## src/rtl/imm_decode_stage_pkg.sv

```systemverilog
// imm_decode_stage_pkg: format codes and RV opcode constants shared by the decode stage
package imm_decode_stage_pkg;
  localparam logic [2:0] FMT_NONE = 3'd0;
  localparam logic [2:0] FMT_I    = 3'd1;
  localparam logic [2:0] FMT_S    = 3'd2;
  localparam logic [2:0] FMT_B    = 3'd3;
  localparam logic [2:0] FMT_U    = 3'd4;
  localparam logic [2:0] FMT_J    = 3'd5;
  localparam logic [2:0] FMT_Z    = 3'd6;
  localparam logic [2:0] FMT_SH   = 3'd7;
  localparam logic [6:0] OPC_LOAD    = 7'b0000011;
  localparam logic [6:0] OPC_OPIMM   = 7'b0010011;
  localparam logic [6:0] OPC_OPIMM32 = 7'b0011011;
  localparam logic [6:0] OPC_STORE   = 7'b0100011;
  localparam logic [6:0] OPC_BRANCH  = 7'b1100011;
  localparam logic [6:0] OPC_LUI     = 7'b0110111;
  localparam logic [6:0] OPC_AUIPC   = 7'b0010111;
  localparam logic [6:0] OPC_JAL     = 7'b1101111;
  localparam logic [6:0] OPC_JALR    = 7'b1100111;
  localparam logic [6:0] OPC_SYSTEM  = 7'b1110011;
endpackage

```

## src/rtl/imm_decode_stage_extract.sv

```systemverilog
// imm_extract: combinational opcode classification and immediate extension
module imm_extract
  import imm_decode_stage_pkg::*;
#(
  parameter int XLEN = 64
) (
  input  logic [31:0]     instr,
  output logic [2:0]      fmt,
  output logic [XLEN-1:0] imm,
  output logic            illegal
);
  logic [6:0]  opc;
  logic [2:0]  f3;
  logic        sh;
  logic        s;
  logic [63:0] imm64;
  assign opc = instr[6:0];
  assign f3  = instr[14:12];
  assign sh  = (f3 == 3'b001) || (f3 == 3'b101);
  assign s   = instr[31];
  always_comb begin
    fmt = FMT_NONE;
    case (opc)
      OPC_LOAD, OPC_JALR:     fmt = FMT_I;
      OPC_OPIMM, OPC_OPIMM32: fmt = sh ? FMT_SH : FMT_I;
      OPC_STORE:              fmt = FMT_S;
      OPC_BRANCH:             fmt = FMT_B;
      OPC_LUI, OPC_AUIPC:     fmt = FMT_U;
      OPC_JAL:                fmt = FMT_J;
      OPC_SYSTEM:             fmt = f3[2] ? FMT_Z : FMT_NONE;
      default:                fmt = FMT_NONE;
    endcase
  end
  // built at 64 bits and truncated, so RV32 U drops the upper sign copies naturally
  always_comb begin
    imm64 = '0;
    case (fmt)
      FMT_I:   imm64 = {{52{s}}, instr[31:20]};
      FMT_S:   imm64 = {{52{s}}, instr[31:25], instr[11:7]};
      FMT_B:   imm64 = {{51{s}}, instr[31], instr[7], instr[30:25], instr[11:8], 1'b0};
      FMT_U:   imm64 = {{32{s}}, instr[31:12], 12'b0};
      FMT_J:   imm64 = {{43{s}}, instr[31], instr[19:12], instr[20], instr[30:21], 1'b0};
      FMT_Z:   imm64 = {59'b0, instr[19:15]};
      FMT_SH:  imm64 = (XLEN == 64 && opc == OPC_OPIMM) ? {58'b0, instr[25:20]} : {59'b0, instr[24:20]};
      default: imm64 = '0;
    endcase
  end
  assign imm = imm64[XLEN-1:0];
  assign illegal = (instr[1:0] != 2'b11) ||
                   (opc == OPC_OPIMM32 && XLEN == 32) ||
                   (fmt == FMT_SH && XLEN == 32 && instr[25]) ||
                   (opc == OPC_OPIMM32 && fmt == FMT_SH && instr[25]);
endmodule

```

## src/rtl/imm_decode_stage.sv

```systemverilog
// imm_decode_stage: registered immediate decode behind a 2-entry skid buffer
module imm_decode_stage
  import imm_decode_stage_pkg::*;
#(
  parameter int XLEN          = 64,
  parameter bit RESET_PC_ZERO = 1'b1
) (
  input  logic            clk,
  input  logic            rst,
  input  logic            flush,
  input  logic            in_valid,
  output logic            in_ready,
  input  logic [31:0]     in_instr,
  input  logic [XLEN-1:0] in_pc,
  output logic            out_valid,
  input  logic            out_ready,
  output logic [31:0]     out_instr,
  output logic [XLEN-1:0] out_pc,
  output logic [XLEN-1:0] out_imm,
  output logic [2:0]      out_fmt,
  output logic [XLEN-1:0] out_target,
  output logic            out_illegal
);
  typedef struct packed {
    logic [31:0]     instr;
    logic [XLEN-1:0] pc;
    logic [XLEN-1:0] imm;
    logic [2:0]      fmt;
    logic [XLEN-1:0] target;
    logic            illegal;
  } entry_t;
  entry_t          in_e, main_d, main_q, skid_d, skid_q;
  logic            main_valid_d, main_valid_q, skid_valid_d, skid_valid_q;
  logic            acc, drain, load_main;
  logic [2:0]      fmt;
  logic [XLEN-1:0] imm, target;
  logic            illegal;
  imm_extract #(.XLEN(XLEN)) u_extract (
    .instr   (in_instr),
    .fmt     (fmt),
    .imm     (imm),
    .illegal (illegal)
  );
  assign target = (fmt == FMT_B || fmt == FMT_J || in_instr[6:0] == OPC_AUIPC) ? in_pc + imm : '0;
  assign in_e = '{instr: in_instr, pc: in_pc, imm: imm, fmt: fmt, target: target, illegal: illegal};
  assign in_ready  = !skid_valid_q;
  assign acc       = in_valid && in_ready;
  assign drain     = main_valid_q && out_ready;
  assign load_main = drain || !main_valid_q;
  // skid always refills main first so the oldest entry is presented next
  always_comb begin
    main_valid_d = flush ? 1'b0 : load_main ? (skid_valid_q || acc) : 1'b1;
    skid_valid_d = flush ? 1'b0 : skid_valid_q ? !drain : (acc && !load_main);
    main_d = !load_main ? main_q : skid_valid_q ? skid_q : acc ? in_e : main_q;
    skid_d = (acc && !load_main) ? in_e : skid_q;
  end
  always_ff @(posedge clk or posedge rst)
    if (rst) begin
      main_valid_q <= 1'b0;
      skid_valid_q <= 1'b0;
    end else begin
      main_valid_q <= main_valid_d;
      skid_valid_q <= skid_valid_d;
    end
  if (RESET_PC_ZERO) begin : g_rst_data
    always_ff @(posedge clk or posedge rst)
      if (rst) begin
        main_q <= '0;
        skid_q <= '0;
      end else begin
        main_q <= main_d;
        skid_q <= skid_d;
      end
  end else begin : g_nrst_data
    always_ff @(posedge clk) begin
      main_q <= main_d;
      skid_q <= skid_d;
    end
  end
  assign out_valid   = main_valid_q;
  assign out_instr   = main_q.instr;
  assign out_pc      = main_q.pc;
  assign out_imm     = main_q.imm;
  assign out_fmt     = main_q.fmt;
  assign out_target  = main_q.target;
  assign out_illegal = main_q.illegal;
endmodule
```

## config.mk

```make
export PLATFORM = sky130hd
export DESIGN_NAME = imm_decode_stage
export DESIGN_NICKNAME = d
export VERILOG_FILES = /design/src/rtl/imm_decode_stage_pkg.sv /design/src/rtl/imm_decode_stage_extract.sv /design/src/rtl/imm_decode_stage.sv
export SDC_FILE = /design/constraint.sdc
export NUM_CORES = 1
export LEC_CHECK = 0
export ABC_AREA = 1
export CAP_MARGIN = 20
export CELL_PAD_IN_SITES_DETAIL_PLACEMENT = 1
export CELL_PAD_IN_SITES_GLOBAL_PLACEMENT = 2
export CORE_UTILIZATION = 29
export DETAILED_ROUTE_END_ITERATION = 10
export GPL_TIMING_DRIVEN = 0
export PLACE_DENSITY_LB_ADDON = 0.1
export SLEW_MARGIN = 20
export SYNTH_ARGS = -nofsm -noshare
export SYNTH_HDL_FRONTEND = slang
export SYNTH_SLANG_ARGS = --single-unit
```

## constraint.sdc

```tcl
create_clock -name clk -period 15.96 [get_ports clk]
set_clock_uncertainty 0.05 [all_clocks]
set_input_delay 2.394 -clock clk [delete_from_list [all_inputs] [get_ports clk]]
set_output_delay 2.394 -clock clk [all_outputs]
set_load 0.02 [all_outputs]
```

Word-level counts from Yosys, hierarchy flattened. Index checks and enable logic that the tools add are counted.

Bits in registers: 458.

Add/sub/neg operators: 1. Equality and inequality tests: 20. Mux-type cells: 12. Reductions and logical operators: 20.

Operator list (count): $mux W228 (2); $pmux W64 S7 (1); $add A64 B64 Y64 (1); $mux W64 (1); $eq A7 B7 Y1 const B (4); $eq A7 B5 Y1 const B (3); $pmux W3 S7 (1); $eq A3 B3 Y1 const B (5); $eq A7 B6 Y1 const B (2); $eq A7 B2 Y1 const B (1); $eq A3 B1 Y1 const B (2); $eq A3 B2 Y1 const B (2); $logic_or A1 B1 Y1 (6); $mux W3 (2); $mux W6 (1); $reduce_or A2 Y1 (3); $logic_and A1 B1 Y1 (5); $logic_not A1 Y1 (4); $mux W1 (4); $ne A2 B2 Y1 const B (1); $reduce_and A2 Y1 (1); $reduce_bool A2 Y1 (1).

Depth between registers and ports, before layout.
Word-level depth: 10. Mapped depth: 30. Gate-level depth less buffers: 30.

Modules after synthesis. From an unflattened synthesis, not the netlist that was laid out.

Cells, all modules: 3444. Area, all modules: 26018.7 um^2.

By module, submodules not included: imm_decode_stage (times used 1, cells each 3239, area each 24847.6 um^2, seq. area each 11461.0 um^2); imm_extract (times used 1, cells each 205, area each 1171.1 um^2, seq. area each 0.0 um^2).

Worst setup path before layout. Ideal clock, no wire load.

Kind: input port to flip-flop. From: input in_instr[3]. To: register main_q, in the netlist out_target[37]. Library setup time: 0.116 ns. Arrival time: 5.159 ns. Data required time: 15.794 ns. Path slack: 10.634 ns. Cell stages on the path: 23. Path buffers: 0. Path through: inv_1 -> nand2_2 -> nor2_8 -> nand3_2 -> nand3_1 -> nor2_2 -> nand2_1 -> nand2_1 -> inv_1 -> ha_1 -> nand2_1 -> inv_1 -> a21oi_1 -> nand2_1 -> inv_1 -> nand2_1 -> inv_1 -> nand2_1 -> or2_2 -> nand3_1 -> nand2_1 -> nand2_1 -> nand2_1.

Cells in the longest elaborated chain, start to end: 9. Elaborated cells between the ends (all ways): 29. Those cells by class: add/sub (1); eq/ne (17); mux (6); reduce/logical (5).

Ends and longest elaborated chain: start, declared (RTL line imm_decode_stage.sv:13) `input logic [31:0] in_instr,`; $eq A7 B5 Y1, or another cell as far along (RTL line imm_decode_stage_extract.sv:23) `case (opc)`; $reduce_or A2 Y1 (RTL line imm_decode_stage_extract.sv:23); $pmux W3 S7 * (RTL line imm_decode_stage_extract.sv:23); $eq A3 B3 Y1, or another cell as far along; $pmux W64 S7 * (RTL line imm_decode_stage_extract.sv:37) `case (fmt)`; named net imm[31] (RTL line imm_decode_stage.sv:36) `logic [XLEN-1:0] imm, target;`; $add A64 B64 Y64 * (RTL line imm_decode_stage.sv:44) `assign target = (fmt == FMT_B || fmt == FMT_J || in_instr[6:0] == OPC_AUIPC) ? in_pc + imm : '0;`; $mux W64 * (RTL line imm_decode_stage.sv:44); $mux W228 * (2 in series) (RTL line imm_decode_stage.sv:54) `main_d = !load_main ? main_q : skid_valid_q ? skid_q : acc ? in_e : main_q;`; end signal, assigned (RTL line imm_decode_stage.sv:71) `main_q <= main_d;`; end, declared (RTL line imm_decode_stage.sv:32) `entry_t in_e, main_d, main_q, skid_d, skid_q;`.

The timed path passes the listed nets; every way through them passes the cells marked *. The select of a mux whose other input is x is not followed. A chain may end at the register's enable or synchronous reset.

Worst setup path in the final report.
From: input in_instr[5]. To: register main_q, in the netlist out_target[63].

Same word-level chain as after synthesis.

==> results.sh <==
export IMPL_rows=102
export IMPL_grt_pass1_wl_mm=155
export IMPL_yosys_warnings=0
export IMPL_cts_made_buffers=49
export IMPL_worst_pin_slew_ns=1.19
export IMPL_synth_area_leader_cell="dfrtp_1"
export IMPL_start_util=0.295
export IMPL_htreeDepth=2
export IMPL_hold_viol_final=0
export IMPL_cts_setup_buffers=0
export IMPL_drive_gt1_frac=0.0515
export IMPL_vias_per_cell=4.84
export IMPL_totalWireLength_mm=103
export IMPL_required_ns=16.40
export IMPL_cts_resized=0
export IMPL_cts_tree="built"
export IMPL_globalplace_congestion=0.921
export IMPL_placed_area_mm2=0.0276
export IMPL_ys_seq_elements=394
export IMPL_peakVddDrop_mv=0.0825
export IMPL_clk_latency_ns=0.63
export IMPL_clock_sinks=394
export IMPL_crit_fanout=7
export IMPL_netlist_top_cells_area="dfrtp_1, nand2_1, nor2_1, inv_1, o21ai_0"
export IMPL_final_fill_count=9661
export IMPL_synth_top_area_frac=0.431
export IMPL_grt_antenna_before_repair=1
export IMPL_num_io_pins=331
export IMPL_cap_violations=0
export IMPL_arrival_ns=7.22
export IMPL_dieWidth_um=283
export IMPL_grt_max_degree=87
export IMPL_status="finished clean"
export IMPL_hpwl_mm=83.4
export IMPL_grt_util_all_layers=0.254
export IMPL_relSlewSlack=0.203
export IMPL_fmax_ghz=0.148
export IMPL_area_delta_synth_final_pct=27.9
export IMPL_synth_async_reset_ratio=1.00
export IMPL_detail_route_first_pass_iterations=5
export IMPL_core_area_mm2=0.0777
export IMPL_cts_hold_buf=0
export IMPL_setup_viol=0
export IMPL_fin_nets=3895
export IMPL_die_area_mm2=0.0801
export IMPL_p_total_mw=3.00
export IMPL_finalInstanceArea_mm2=0.0293
export IMPL_drt_initial_drc_count=1264
export IMPL_ys_seq_area_frac=0.431
export IMPL_synth_cell_types=42
export IMPL_final_min_clock_period_ns=6.78
export IMPL_synth_edf_count=0
export IMPL_grt_pass1_vias=24800
export IMPL_place_port_buffers=330
export IMPL_cellLeakagePower_nw=14.9
export IMPL_synthFlopType="dfrtp_1"
export IMPL_clk_pin_slew_worst_paths_ns=0.06
export IMPL_end_kind="register"
export IMPL_ff_latch_area_mm2=0.00986
export IMPL_cts_root_buffer="clkbuf_16"
export IMPL_die_h_um=283
export IMPL_ant_nets=0
export IMPL_avgSynthCellArea_um2=6.84
export IMPL_synthesis_nets=3509
export IMPL_crit_type="in -> reg"
export IMPL_multiInputGateArea_mm2=0.0109
export IMPL_period_share=0.425
export IMPL_cts_buffer_depth=3
export IMPL_grt_overflow=0
export IMPL_wl_per_cell_um=21.3
export IMPL_route_detailed_drc=0
export IMPL_hp_class="reg -> reg"
export IMPL_via_count=23300
export IMPL_powerDensity_mw_per_mm2=103
export IMPL_startpoint_type="input pin"
export IMPL_maxSlewViolCount=0
export IMPL_postSynthCellCount=3344
export IMPL_netlist_area_mm2=0.0229
export IMPL_rsz0062_at_grt="false"
[per-layer routing]
metal | share of wire | vias up | global-route usage
met1 | 0.43 | 11500 | 0.316
li1 | - | 11300 | -
met4 | 0.025 | 0 | 0.0668
met5 | 0 | - | 0
met2 | 0.51 | 401 | 0.466
met3 | 0.029 | 118 | 0.0226
[worst max-delay path, stage by stage]
cell             delay [ns]
clkdlybuf4s50_1        0.64
inv_1                  0.12
nand3_1                0.12
nor2_1                 0.07
nor2_1                 0.11
nand2_2                0.16
nand2_1                0.17
nor2_1                 0.06
nor3_1                 0.90
inv_1                  0.18
ha_1                   0.38
nand2_1                0.08
nand2_1                0.06
nand3_1                0.10
nand2_1                0.17
nand2_1                0.10
nand2_1                0.15
nand2_1                0.10
nand2_1                0.20
a21oi_1                0.27
nand2_1                0.08
nand3_1                0.23
nand2_1                0.09
nand2_1                0.19
nand2_1                0.07
[cell families (layout without fill, tap and decap cells)]
kind of cell | after synthesis | after routing | share of synthesized area
other | 0 | 1 | 0
and+or+nand+nor | 1916 | 1916 | 0.332
buffers and inverters | 514 | 935 | 0.0919
AOI/OAI and AO/OA | 452 | 452 | 0.108
DFF | 394 | 394 | 0.431
adders and majority gates | 64 | 64 | 0.0353
xor gates and xnor gates | 4 | 4 | 0.00153
[power breakdown]
part	leakage [nW]	internal, mW	switching, mW	total [mW]
clock	0.806	0.672	0.469	1.14
sequential	5.01	1.13	0.0809	1.21
combinational	9.09	0.257	0.398	0.655
total	14.9	2.06	0.948	3.00
[Yosys cell counts, types with 26 or more instances]
library cell / instances
dfrtp_1: 394
inv_1: 334
buf_2: 26
nand3_1: 119
a21oi_1: 84
buf_4: 32
nor2_1: 359
nand2_1: 1344
or2_2: 26
clkbuf_1: 103
o21ai_0: 223
a31oi_1: 118
ha_1: 63
[stage by stage]
stage                     setup TNS (ns)  cells  utilization  hold slack (ns)  setup slack (ns)
after floorplan                        0   3344            -            0.392              2.56
after global placement          -1155.80   4714        0.354            0.405             -3.01
after detailed placement               0   4719        0.356            0.409              8.45
after CTS                              0   4805        0.377            0.424              9.08
after global routing                   0   4805        0.377            0.435              8.84
final                                  0   4806        0.377            0.421              9.18
[layout make-up]
cell class | instances | area share
timing repair buffer | 335 | 0.118
clock inverter | 14 | 0.00696
antenna | 1 | 0.0000855
tap | 1040 | 0.0444
clock buffer | 72 | 0.0489
inverter | 340 | 0.0438
multi-input combinational | 2436 | 0.373
sequential | 394 | 0.337
buffer | 174 | 0.0284
[cell usage in the layout, fill, tap and decap left out, types with 2 or more instances in the layout]
master           synthesis  layout
o21bai_1                 5       5
clkbuf_2                 0       2
nand3_2                  3       3
clkinv_2                 0       6
or2_2                   26      26
o21ai_0                223     223
buf_6                    3       3
xor2_1                   3       3
nand2_1               1344    1344
a21o_1                   5       5
clkbuf_8                 0      12
buf_4                   32      32
o221ai_1                 2       2
bufinv_16                0       3
clkbuf_16                0      49
inv_2                    6       7
nand3b_1                14      14
nor3_1                  24      24
nand2_2                  5       5
o211ai_1                 6       6
clkbuf_1               103     112
a21oi_1                 84      84
and2_1                   2       2
inv_6                    0       2
nand3_1                119     119
o21ai_1                  4       4
inv_1                  334     332
buf_16                   0       5
ha_1                    63      63
a31oi_1                118     118
dfrtp_1                394     393
nor2_1                 359     359
buf_2                   26      26
clkdlybuf4s50_1          0     330
nand4_1                 13      13
buf_1                   10      10
[registers in the layout, summed over array words and instances, names as in the netlist]
name / flops
out_pc: 64
skid_valid_q: 1
out_valid: 1
out_illegal: 1
out_instr: 32
out_fmt: 3
skid_q: 196
out_target: 64
out_imm: 32
[path summary, 6_finish.rpt]
path	slack [ns]	from	end	depth (start not counted)
setup / recovery	9.18	in_instr[5]	out_target[63]	25
hold / removal	0.42	skid_q[173]	skid_q[173]	2
setup reg to reg	12.45	skid_valid_q	out_target[18]	8
hold reg to reg	0.42	skid_q[173]	skid_q[173]	2
max in group asynchronous	12.17	rst	out_pc[8]	5
min in group asynchronous	2.13	rst	out_pc[58]	2
Power figures use the tool's default switching activity.
